==> config.mk <==
export PLATFORM = sky130hd
export DESIGN_NAME = button_pulse_conditioner
export DESIGN_NICKNAME = d
export VERILOG_FILES = /design/src/rtl/calc_pkg.sv /design/src/rtl/sync_ff_chain.sv /design/src/rtl/button_pulse_conditioner.sv
export SDC_FILE = /design/constraint.sdc
export NUM_CORES = 1
export LEC_CHECK = 0
export BUFFER_PORTS_ARGS = -buffer_cell sky130_fd_sc_hd__buf_2
export CORE_AREA = 4 4 71 73
export CTS_CLUSTER_SIZE = 10
export DETAILED_ROUTE_END_ITERATION = 10
export DIE_AREA = 0 0 75 77
export PLACE_DENSITY_LB_ADDON = 0.05
export SLEW_MARGIN = 15
export SYNTH_ARGS = -nofsm -noshare
export SYNTH_HDL_FRONTEND = slang
export SYNTH_HIERARCHICAL = 1
export SYNTH_SLANG_ARGS = --single-unit
==> constraint.sdc <==
create_clock -name clk -period 2.1 [get_ports clk]
set_input_delay 0.21 -clock clk [delete_from_list [all_inputs] [get_ports clk]]
set_output_delay 0.21 -clock clk [all_outputs]
set_load 0.02 [all_outputs]
==> src/rtl/calc_pkg.sv <==
// Shared types and constants for the RPN calculator control path.
// Holds the enter-button debouncer state encoding and the calculator status encoding.
package calc_pkg;

  typedef enum logic [1:0] {
    IDLE_LOW   = 2'b00,
    CHECK_HIGH = 2'b01,
    HELD_HIGH  = 2'b10,
    CHECK_LOW  = 2'b11
  } debounceState_t;

  typedef enum logic [1:0] {
    CALC_WAIT_A  = 2'b00,
    CALC_WAIT_B  = 2'b01,
    CALC_WAIT_OP = 2'b10,
    CALC_SHOW    = 2'b11
  } calcState_t;

  localparam int DEFAULT_SYNC_STAGES   = 2;
  localparam int DEFAULT_STABLE_CYCLES = 500000;

  function automatic logic isBusyState(input debounceState_t s);
    return (s == CHECK_HIGH) || (s == CHECK_LOW);
  endfunction

  function automatic logic isLevelState(input debounceState_t s);
    return (s == HELD_HIGH) || (s == CHECK_LOW);
  endfunction

endpackage

==> src/rtl/sync_ff_chain.sv <==
// Multi-flop synchroniser for a single asynchronous switch input.
// STAGES must be at least 2; q is the output of the last stage.
module sync_ff_chain #(
  parameter int STAGES = 2
) (
  input  logic clk,
  input  logic reset,
  input  logic d,
  output logic q
);

  logic [STAGES-1:0] chain_r;

  // Shift the raw input through the chain; reset clears every stage.
  always_ff @(posedge clk or negedge reset) begin
    if (!reset) begin
      chain_r <= {STAGES{1'b0}};
    end else begin
      chain_r <= {chain_r[STAGES-2:0], d};
    end
  end

  assign q = chain_r[STAGES-1];

endmodule

==> src/rtl/button_pulse_conditioner.sv <==
// Synchronises and debounces the enter push-button, producing a one-cycle press
// pulse for the calculator FSM plus a release pulse, clean level and busy flag.
module button_pulse_conditioner
  import calc_pkg::*;
#(
  parameter int SYNC_STAGES   = DEFAULT_SYNC_STAGES,
  parameter int STABLE_CYCLES = DEFAULT_STABLE_CYCLES
) (
  input  logic clk,
  input  logic reset,
  input  logic in_RawButton,
  output logic DataDebouncedOut,
  output logic out_ReleasePulse,
  output logic out_Level,
  output logic out_Busy
);

  localparam int CNT_W = $clog2(STABLE_CYCLES);
  localparam logic [CNT_W-1:0] CNT_ZERO = {CNT_W{1'b0}};
  localparam logic [CNT_W-1:0] CNT_ONE  = CNT_W'(1);
  localparam logic [CNT_W-1:0] CNT_LAST = CNT_W'(STABLE_CYCLES - 1);

  logic           syncQ_s;
  debounceState_t state_r, nextState_s, prevState_r;
  logic [CNT_W-1:0] cnt_r, nextCnt_s;

  sync_ff_chain #(.STAGES(SYNC_STAGES)) u_sync (
    .clk   (clk),
    .reset (reset),
    .d     (in_RawButton),
    .q     (syncQ_s)
  );

  // State and stability counter registers.
  always_ff @(posedge clk or negedge reset) begin
    if (!reset) begin
      state_r <= IDLE_LOW;
      cnt_r   <= CNT_ZERO;
    end else begin
      state_r <= nextState_s;
      cnt_r   <= nextCnt_s;
    end
  end

  // Any disagreement during a CHECK state falls back to the old stable state.
  always_comb begin
    nextState_s = state_r;
    nextCnt_s   = cnt_r;
    case (state_r)
      IDLE_LOW: begin
        if (syncQ_s) begin
          nextState_s = CHECK_HIGH;
          nextCnt_s   = CNT_ZERO;
        end else begin
          nextState_s = IDLE_LOW;
          nextCnt_s   = CNT_ZERO;
        end
      end
      CHECK_HIGH: begin
        if (!syncQ_s) begin
          nextState_s = IDLE_LOW;
          nextCnt_s   = CNT_ZERO;
        end else if (cnt_r == CNT_LAST) begin
          nextState_s = HELD_HIGH;
          nextCnt_s   = CNT_ZERO;
        end else begin
          nextCnt_s   = cnt_r + CNT_ONE;
        end
      end
      HELD_HIGH: begin
        if (!syncQ_s) begin
          nextState_s = CHECK_LOW;
          nextCnt_s   = CNT_ZERO;
        end else begin
          nextState_s = HELD_HIGH;
          nextCnt_s   = CNT_ZERO;
        end
      end
      CHECK_LOW: begin
        if (syncQ_s) begin
          nextState_s = HELD_HIGH;
          nextCnt_s   = CNT_ZERO;
        end else if (cnt_r == CNT_LAST) begin
          nextState_s = IDLE_LOW;
          nextCnt_s   = CNT_ZERO;
        end else begin
          nextCnt_s   = cnt_r + CNT_ONE;
        end
      end
      default: begin
        nextState_s = IDLE_LOW;
        nextCnt_s   = CNT_ZERO;
      end
    endcase
  end

  // Registered outputs; pulses fire the cycle after the accepting transition.
  always_ff @(posedge clk or negedge reset) begin
    if (!reset) begin
      prevState_r      <= IDLE_LOW;
      DataDebouncedOut <= 1'b0;
      out_ReleasePulse <= 1'b0;
      out_Level        <= 1'b0;
      out_Busy         <= 1'b0;
    end else begin
      prevState_r      <= state_r;
      DataDebouncedOut <= (state_r == HELD_HIGH) && (prevState_r == CHECK_HIGH);
      out_ReleasePulse <= (state_r == IDLE_LOW) && (prevState_r == CHECK_LOW);
      out_Level        <= isLevelState(state_r);
      out_Busy         <= isBusyState(state_r);
    end
  end

endmodule

==> metrics.txt <==
final hold vios 0; VDD IR max 0.000368 V; drt pass-1 iters 4; hold path start in_RawButton; Worst-path clk slew 0.06 ns; Critical Path RT 2.30 ns; CTS buffer count 5; via-per-instance ratio 4.84; vias in the first global route 932; min Tclk post-route 1.94 ns; worst-path fanout max 8; Internal 0.804 mW; R2R cell count 5; kind of critical path flip-flop to flip-flop; initial antenna violation count 0; M2 GR Usage 0.144; register area share after synthesis 0.561; gr ovfl total 0; Pins Over Slew Limit 0; core box area 4350 sq um; Die ar. 5780 sq um; Final Util 0.349; worst min path class input port to flip-flop; final setup fails 0; clock sink total 29; Post-synth EDFFs 0; post-CTS setup buffers 0; Switching Share 0.221; Max Cap Violations 0; Final Total Pwr 1.03 mW; R2R Path Start cnt_r[1]; Setup WS pre-CTS 0.0352 ns; Placed Area 1420 sq um; root buffer cell clkbuf_8; die width 75 um; Reg power frac 0.552; layout net count 138; minimum hold slack 0.0380 ns; Iter 0 DRT Violations 35; CP Data Arrival Time 2.14 ns; asr flop ratio synth 1.00; Setup crit end kind flip-flop; Clock Skew 0.00516 ns; gpl congestion 0.748; grt peak-use layer met2; DRT Wirelength 2580 um; first-pass GRT wire length 4570 um; DP Cell Count 178; WL/cell 13.8 um; Synth cell types 28; slew margin rel. 0.567; Synth Warn # 6; post-route setup slack 0.164 ns; mapped cell area 1290 sq um; Worst Hold End u_sync/chain_r[0]; Clk network pwr share 0.417; Synth top area share 0.561; Final ANT Viol Nets 0; H-tree lvl count 2; Min-Delay Path Depth 1; DR vias 905; Synth area leaders dfrtp_1 (56%), xnor2_1 (9.5%), nor2_1 (6.1%); Residual DRC 0; Tightest Pin Transition 0.650 ns; Post-Syn Instances 117; met3 global-route usage 0.0418; Commonest cells post-synth dfrtp_1 (29), nor2_1 (21), xnor2_1 (14); NetSw 0.229 mW; Fillers 452; Power Dens Cells 679 nW/um^2; die height 77 um; LEAKAGE 0.619 nW; clock tree buffer depth 2; Sum Neg Setup Slack 0 ns; Design Area, Final 1520 sq um; Reg2Reg Setup Slack 0.16 ns; Synth area leader dfrtp_1; final non-filler cell total 187; CTS tree built; Avg Cell Area, Syn 11.1 sq um; Port Buf Inserts 6; gr usage total 0.105; met1 Use GR 0.143; Layout area overhead 17.5%; Max Freq 517 MHz; Net Count, Synth 121; most frequent cell after synthesis dfrtp_1; row count 24; synthesized flop and latch total 29; Final HPWL DP 1790 um; largest net degree at the start of global routing 30; combinational power share 0.031; fin crit share 0.922; unrepaired setup endpoints after global routing false; Starting Density 0.297; ys flop type dfrtp_1; run status complete, no violations; worst-skew pair later-pin latency 0.28 ns; reg2reg end cnt_r[18]; Worst setup SP type flip-flop; antenna cells 0; layout cells sized above 1 0.178; IO Pins 7
## layout make-up
cell class              count  area [sq um]  share of cell area
clock buffers               6          72.6              0.0477
flip-flops and latches     29           726               0.477
repair buffers             13          85.1              0.0560
multi-input cells          81           547               0.360
clock inverters             2          10.0             0.00658
well taps                  52          65.1              0.0428
inverters                   4          15.0             0.00988
## placed cells by master, fill, tap and decap left out, types with 2 or more instances in the layout
master	n
dfrtp_1	29
clkinv_2	2
nor3_1	4
nand3_1	9
buf_4	6
nor4bb_1	2
nor2_1	21
a21oi_1	2
clkbuf_8	5
nand4_4	2
or4b_1	2
nand2_1	3
buf_2	6
xnor2_1	14
xor2_1	2
nand4_1	2
inv_1	4
nor4_1	6
## cells by family (layout without fill, tap and decap cells)
kind of cell / count (synthesis) / in the layout / share of synthesized area
AO/OA/AOI/OAI: 5 / 5 / 0.0242
flip-flops: 29 / 29 / 0.561
buffers and inverters: 7 / 25 / 0.0232
adder cells (fa/ha/maj): 1 / 1 / 0.00967
AND/OR/NAND/NOR: 57 / 57 / 0.257
multiplexers: 2 / 2 / 0.0164
XOR/XNOR: 16 / 16 / 0.108
## power groups by stage
stage,combinational (mW),clock [mW],sequential (mW)
2_1_floorplan,0.0113,0,0.581
3_3_place_gp,0.0318,0,0.580
3_5_place_dp,0.0325,0,0.580
4_1_cts,0.0341,0.453,0.570
5_1_grt,0.0376,0.485,0.570
6_report,0.0322,0.430,0.570
## worst max path at each step
stage | from | slack (ns) | depth (start not counted) | to
global route | cnt_r[1] | 0.03 | 5 | cnt_r[18]
global placement | cnt_r[1] | 0.11 | 6 | flip-flop
finish | cnt_r[1] | 0.16 | 5 | cnt_r[18]
CTS | cnt_r[1] | 0.02 | 6 | flip-flop
detailed placement | cnt_r[1] | 0.04 | 6 | flip-flop
floorplan | cnt_r[0] | 0.26 | 5 | flip-flop
## registers in the layout (all words and copies together), names as in the netlist, named ones only
| signal | count |
|---|---|
| out_Level | 1 |
| out_ReleasePulse | 1 |
| state_r | 1 |
| prevState_r | 2 |
| DataDebouncedOut | 1 |
| u_sync/chain_r | 2 |
| cnt_r | 19 |
| out_Busy | 1 |
## worst max-delay path, stage by stage, from the launching register on
cell	delay [ns]
dfrtp_1	0.41
ha_2	0.25
nand4_4	0.18
or4_1	0.56
or3_1	0.31
a21oi_1	0.15
## layer usage
layer / up-vias / wire length (um) / share of wire
li1: 443 / - / -
met1: 443 / 1260 / 0.49
met2: 13 / 1170 / 0.45
met3: 6 / 110 / 0.043
met4: 0 / 43 / 0.017
met5: - / 0 / 0
## repair_timing
item                                    in CTS  in global routing
hold buffers                                 1                  0
endpoints found under the hold margin       29                  0
gates resized for setup                      0                  2
endpoints found under the setup margin       0                 12
Power figures use the tool's default switching activity.
